File: config.mk
export PLATFORM = sky130hd
export DESIGN_NAME = mem_copy_engine
export DESIGN_NICKNAME = d
export VERILOG_FILES = /design/src/rtl/riscv_pkg.sv /design/src/rtl/copy_addr_gen.sv /design/src/rtl/mem_copy_engine.sv
export SDC_FILE = /design/constraint.sdc
export NUM_CORES = 1
export LEC_CHECK = 0
export BUFFER_PORTS_ARGS = -buffer_cell sky130_fd_sc_hd__buf_2
export CAP_MARGIN = 20
export CORE_MARGIN = 2
export CORE_UTILIZATION = 34
export DETAILED_ROUTE_END_ITERATION = 12
export PLACE_DENSITY = 0.58
export SLEW_MARGIN = 20
export SYNTH_ARGS = -nofsm -noshare
export SYNTH_HDL_FRONTEND = slang
export SYNTH_HIERARCHICAL = 1
export SYNTH_SLANG_ARGS = --single-unit
export TNS_END_PERCENT = 5
File: constraint.sdc
create_clock -name clk -period 3.1 [get_ports clk]
set_input_delay 0.465 -clock clk [delete_from_list [all_inputs] [get_ports clk]]
set_output_delay 0.465 -clock clk [all_outputs]
set_load 0.01 [all_outputs]
File: src/rtl/riscv_pkg.sv
`default_nettype none
// ============================================================================
// Module   : riscv_pkg
// Purpose  : Shared types and constants for the memcopy engine slice.
//            Holds the copy FSM state encoding and the memcopy opcode.
// Revision : 1.0 - initial release
// ============================================================================
package riscv_pkg;

  // Copy engine FSM states
  typedef enum logic [2:0] {
    CP_IDLE  = 3'd0,
    CP_READ  = 3'd1,
    CP_WRITE = 3'd2,
    CP_DONE  = 3'd3
  } copy_state_t;

  // Custom-0 opcode slot used by the memcopy instruction
  localparam logic [6:0] OPC_MEMCOPY = 7'b0001011;

endpackage : riscv_pkg
`default_nettype wire

File: src/rtl/copy_addr_gen.sv
`default_nettype none
// ============================================================================
// Module   : copy_addr_gen
// Purpose  : Address generator for the memcopy engine. Latches the source and
//            destination bases and the length on load, chooses the copy
//            direction, and walks the word index one step per write.
// Ports    : clk, reset (async active-low)
//            load        - latch bases/length, initialise index
//            step        - advance index (ignored on the last word)
//            from/to/len - request fields sampled on load
//            src_addr    - from + idx (wraps at DM_ADDRESS bits)
//            dst_addr    - to + idx   (wraps at DM_ADDRESS bits)
//            last        - current index is the final word
// Revision : 1.0 - initial release
// ============================================================================
module copy_addr_gen #(
  parameter int DM_ADDRESS = 9,
  parameter int COPY_W     = 7
) (
  input  logic                  clk,
  input  logic                  reset,
  input  logic                  load,
  input  logic                  step,
  input  logic [DM_ADDRESS-1:0] from,
  input  logic [DM_ADDRESS-1:0] to,
  input  logic [COPY_W-1:0]     len,
  output logic [DM_ADDRESS-1:0] src_addr,
  output logic [DM_ADDRESS-1:0] dst_addr,
  output logic                  last
);

  logic [DM_ADDRESS-1:0] r_from;
  logic [DM_ADDRESS-1:0] r_to;
  logic [COPY_W-1:0]     r_len;
  logic [COPY_W-1:0]     r_idx;
  logic                  r_dir_down;
  logic                  w_dir_down;
  logic [DM_ADDRESS-1:0] w_idx_ext;

  // Copying downwards when the destination lies above the source keeps
  // overlapping regions intact (memmove semantics). Only start addresses count.
  assign w_dir_down = (to > from);

  always_ff @(posedge clk or negedge reset) begin
    if (!reset) begin
      r_from     <= '0;
      r_to       <= '0;
      r_len      <= '0;
      r_idx      <= '0;
      r_dir_down <= 1'b0;
    end else if (load) begin
      r_from     <= from;
      r_to       <= to;
      r_len      <= len;
      r_dir_down <= w_dir_down;
      // A zero length never reaches READ, so the len-1 underflow is harmless.
      r_idx      <= w_dir_down ? (len - COPY_W'(1)) : '0;
    end else if (step && !last) begin
      r_idx <= r_dir_down ? (r_idx - COPY_W'(1)) : (r_idx + COPY_W'(1));
    end
  end

  assign last      = r_dir_down ? (r_idx == '0) : (r_idx == (r_len - COPY_W'(1)));
  assign w_idx_ext = DM_ADDRESS'(r_idx);
  assign src_addr  = r_from + w_idx_ext;
  assign dst_addr  = r_to + w_idx_ext;

endmodule : copy_addr_gen
`default_nettype wire

File: src/rtl/mem_copy_engine.sv
`default_nettype none
// ============================================================================
// Module   : mem_copy_engine
// Purpose  : Multi-cycle memcopy responder. Copies copy_len words from
//            copy_from to copy_to, one word every two cycles (read, then
//            write with the returned data), and stalls the PC until done.
// Ports    : clk, reset (async active-low)
//            req_valid, copy_from, copy_to, copy_len - request from decode
//            req_ready, busy, done, stall            - handshake / status
//            mem_re, mem_we, mem_addr, mem_wdata     - data-memory port
//            mem_rdata                               - read data (1-cycle)
// Revision : 1.0 - initial release
// ============================================================================
module mem_copy_engine
  import riscv_pkg::*;
#(
  parameter int DM_ADDRESS = 9,
  parameter int DATA_W     = 32,
  parameter int COPY_W     = 7
) (
  input  logic                  clk,
  input  logic                  reset,
  input  logic                  req_valid,
  input  logic [DM_ADDRESS-1:0] copy_from,
  input  logic [DM_ADDRESS-1:0] copy_to,
  input  logic [COPY_W-1:0]     copy_len,
  output logic                  req_ready,
  output logic                  busy,
  output logic                  done,
  output logic                  stall,
  output logic                  mem_re,
  output logic                  mem_we,
  output logic [DM_ADDRESS-1:0] mem_addr,
  output logic [DATA_W-1:0]     mem_wdata,
  input  logic [DATA_W-1:0]     mem_rdata
);

  copy_state_t           r_state;
  copy_state_t           w_state_nxt;
  logic                  w_load;
  logic                  w_step;
  logic                  w_last;
  logic [DM_ADDRESS-1:0] w_src_addr;
  logic [DM_ADDRESS-1:0] w_dst_addr;

  assign w_load = (r_state == CP_IDLE) && req_valid;
  assign w_step = (r_state == CP_WRITE);

  copy_addr_gen #(
    .DM_ADDRESS (DM_ADDRESS),
    .COPY_W     (COPY_W)
  ) u_addr_gen (
    .clk      (clk),
    .reset    (reset),
    .load     (w_load),
    .step     (w_step),
    .from     (copy_from),
    .to       (copy_to),
    .len      (copy_len),
    .src_addr (w_src_addr),
    .dst_addr (w_dst_addr),
    .last     (w_last)
  );

  always_ff @(posedge clk or negedge reset) begin
    if (!reset) begin
      r_state <= CP_IDLE;
    end else begin
      r_state <= w_state_nxt;
    end
  end

  always_comb begin
    w_state_nxt = r_state;
    unique case (r_state)
      CP_IDLE:  if (req_valid) w_state_nxt = (copy_len == '0) ? CP_DONE : CP_READ;
      CP_READ:  w_state_nxt = CP_WRITE;
      CP_WRITE: w_state_nxt = w_last ? CP_DONE : CP_READ;
      CP_DONE:  w_state_nxt = CP_IDLE;
      default:  w_state_nxt = CP_IDLE;
    endcase
  end

  // Output decode is purely from state, so an async reset clears every
  // output in the same instant the state returns to IDLE.
  always_comb begin
    mem_re    = 1'b0;
    mem_we    = 1'b0;
    mem_addr  = '0;
    mem_wdata = '0;
    unique case (r_state)
      CP_READ: begin
        mem_re   = 1'b1;
        mem_addr = w_src_addr;
      end
      CP_WRITE: begin
        // Read data from the previous cycle flows straight to the write port.
        mem_we    = 1'b1;
        mem_addr  = w_dst_addr;
        mem_wdata = mem_rdata;
      end
      default: begin
        mem_re = 1'b0;
      end
    endcase
  end

  assign done      = (r_state == CP_DONE);
  assign busy      = (r_state != CP_IDLE);
  assign req_ready = (r_state == CP_IDLE);
  // The PC advances on the edge that leaves DONE, so the stall drops there.
  assign stall     = req_valid && !done;

endmodule : mem_copy_engine
`default_nettype wire

==> flow_summary_export.csv <==
group,metric,value,unit
floorplanning,num_rows,35,
routing,firstDrtPassIters,4,
timing,fin_crit_sh,97.10,%
worst_setup_path,crit_required,2.63,ns
clock_tree,numCtsBuffers,5,
floorplanning,die_area,0.01046,mm2
placement,postPlaceCellArea,0.003981,mm2
placement,place_hpwl,7004,um
cells_and_area,nNetsFinal,557,
job,drv_cap,0,
clock_tree,clk_latency,0.28,ns
status,status,"complete, no violations",
clock_tree,cts_tree,"done",
worst_setup_path,worst_r2r_path_depth,11,
worst_setup_path,cp_data_arrival_time,2.55,ns
timing,tightest_slew,0.8206,ns
clock_tree,ctsHtreeMaxLevel,2,
floorplanning,start_util,35.36,%
placement,io_buffer_count,106,
timing,rsz0062_at_grt,"true",
global_routing,grt_overflow,0,
worst_setup_path,cp-start-kind,"register",
floorplanning,die_h,102.3,um
cells_and_area,final_common_cell,"buf_2",
synth,netlist_area,0.003283,mm2
synth,ys_seq_area_share,26.68,%
synth,synth.distinct_cells,54,
pwr,peakVddDrop,0.3192,mV
timing,slew_headroom,45.29,%
synth,synthCells,346,
routing,vias,2988,
pwr,p_per_area,1151,mW/mm2
worst_setup_path,critPathSlowestCell,"dfrtp_1",
routing,routedWlPerCell,14.90,um
routing,antenna_left,0,
worst_setup_path,worst-setup-path-type,"reg2out",
cells_and_area,drive_above_1_share,37.69,%
placement,gp_congestion,0.7814,
timing,max_freq,0.3322,GHz
routing,routed_wl,8764,um
global_routing,grt_pass1_wl,13730,um
worst_setup_path,crit_chain,"ha_2, fa_2, a21o_1, a21oi_2, o21bai_1, a21oi_2, nand4bb_1, nand4_1, a22oi_2, nor2b_1, buf_2",
floorplanning,fp.dieW,102.3,um
synth,ys_warn_count,6,
synth,syn-num-nets,444,
routing,drc_errors,0,
worst_hold_path,min_path_type,"in2async",
clock_tree,cts_buffer_depth,2,
synth,syn_avg_cell_area,9.489,um2
cells_and_area,final_cell_mix,"buf_2, dfrtp_1, and2_1, ha_1, inv_1",
global_routing,antenna_found_initial,0,
worst_setup_path,cp-end-kind,"primary output",
global_routing,grt_max_degree,36,
cells_and_area,fillers,935,
clock_tree,postCtsHoldBufs,0,
worst_setup_path,cpPeakStageDelay,0.44,ns
synth,async_reset_ff_share,100.0,%
cells_and_area,num_antenna_cells,0,
worst_setup_path,path_common_cell,"a21oi_2",
timing,fin_skew,0.005790,ns
synth,ys_seq_elements,35,
clock_tree,path_clk_slew,0.07,ns
cells_and_area,final_cell_count_no_fill,588,
routing,drtIter0Drc,128,
floorplanning,coreArea,0.009284,mm2
timing,finalSetupViolations,0,
floorplanning,ioPinCount,107,
global_routing,grt.total_usage,16.65,%
synth,synthFlopType,"dfrtp_1",
placement,numPlacedInstances,577,
pwr,p_leak,2.042,nW
synth,synth_edf_count,0,
worst_setup_path,critPathMaxFanout,3,
timing,period_needed,3.010,ns
cells_and_area,syn_to_final_growth,26.79,%
timing,hold_violations,0,
clock_tree,cts_sinks,35,
timing,maxSlewViolCount,0,
cells_and_area,final_area,0.004163,mm2
global_routing,grt_pass1_vias,2823,
routing,drt-vias-per-instance,5.082,
clock_tree,cts_root_buf,"clkbuf_8",
==> layout make-up <==
type                            count  area (um2)  area share, %
Clock inverter                      1       5.005         0.1202
Timing Repair Buffer              116       605.6          14.55
Clock buffer                        6       82.58          1.984
Sequential cell                    35       877.1          21.07
Inverter                           24       103.9          2.495
Multi-Input combinational cell    277        2327          55.91
Tap cell                          129       161.4          3.877
==> synthesized netlist by cell type, types with 5 or more instances <==
cell,instances,area [um2]
dfrtp_1,35,875.8
ha_1,35,437.9
and2_1,33,206.5
inv_1,23,86.33
mux2_2,22,247.7
xnor2_1,21,183.9
nor2_1,15,56.30
a21oi_1,13,65.06
nor2b_1,13,81.33
nand2_1,11,41.29
a22oi_1,9,67.56
xor2_1,8,70.07
nor3_1,7,35.03
o21ai_0,7,35.03
o22ai_1,7,43.79
a21o_1,6,45.04
clkbuf_1,6,22.52
mux2_4,6,90.09
nand4_1,6,37.54
nand2b_1,5,31.28
o21a_1,5,37.54
==> final timing paths <==
| path | endpoint | slack [ns] | start |
|---|---|---|---|
| max | mem_addr[8] | 0.09 | u_addr_gen/r_idx[0] |
| min | u_addr_gen/r_to[6] | 0.27 | reset |
| max reg2reg | u_addr_gen/r_idx[6] | 0.44 | u_addr_gen/r_idx[0] |
| min reg2reg | u_addr_gen/r_from[2] | 0.54 | u_addr_gen/r_from[2] |
| max in group asynchronous | u_addr_gen/r_idx[1] | 2.24 | reset |
| min in group clk | u_addr_gen/r_from[7] | 0.41 | copy_from[7] |
==> power breakdown <==
part | internal [W] | leakage [nW] | switching, W
Clock | 0.000174 | 0.0470 | 0.000161
Sequential | 0.000696 | 0.416 | 0.000348
Combinational | 0.00176 | 1.58 | 0.00165
Total | 0.00263 | 2.04 | 0.00216
==> critical path: cells and delay by family (launching register included) <==
family	cells	cell delay [ns]
flops	1	0.44
buf+inv	1	0.13
simple gates	3	0.31
compound gates	5	0.80
fa+ha+maj	2	0.57
==> per-stage QoR <==
step / power [W] / worst slack, ns / setup TNS [ns] / util [%] / hold WS [ns]
CTS: 0.004660 / 0.009857 / 0 / 44.03 / 0.2914
global placement: 0.004192 / 0.1746 / 0 / 42.88 / 0.4952
finish: 0.004791 / 0.08975 / 0 / 44.84 / 0.2739
detailed placement: 0.004246 / 0.1636 / 0 / 42.88 / 0.5072
global route: 0.005227 / -0.08167 / -0.1203 / 44.84 / 0.3263
floorplan: 0.003413 / 0.4279 / 0 / - / 0.1694
==> flip-flops by register name, indices dropped and copies added (netlist names) <==
name                   count
u_addr_gen/r_dir_down      1
u_addr_gen/r_len           7
r_state                    2
u_addr_gen/r_from          9
u_addr_gen/r_idx           7
u_addr_gen/r_to            9
==> what timing repair did <==
action | 4_1_cts | 5_1_grt
setup endpoints to repair | 2 | 3
gates resized for setup | 6 | 9
pin swaps | 1 | 7
hold endpoints to repair | 0 | 0
setup buffers | 0 | 4
==> cell families (layout without fill, tap and decap cells) <==
| logic type | after synthesis | count (layout) | synth area share (%) |
|---|---|---|---|
| adder cells (fa/ha/maj) | 38 | 38 | 15.17 |
| multiplexers | 29 | 29 | 10.59 |
| AO/OA/AOI/OAI | 70 | 70 | 14.86 |
| XOR/XNOR | 29 | 29 | 7.736 |
| buffers and inverters | 34 | 147 | 4.344 |
| flip-flops | 35 | 35 | 26.68 |
| AND/OR/NAND/NOR | 111 | 111 | 20.62 |
==> per-layer routing <==
layer	up-vias	routed length [um]	track usage (%)
li1	1455	-	-
met1	1418	4074	22.01
met2	107	4068	28.59
met3	8	518	1.984
met4	0	102	4.923
met5	-	0	0
Note: power is estimated with default switching activity, not from simulation.
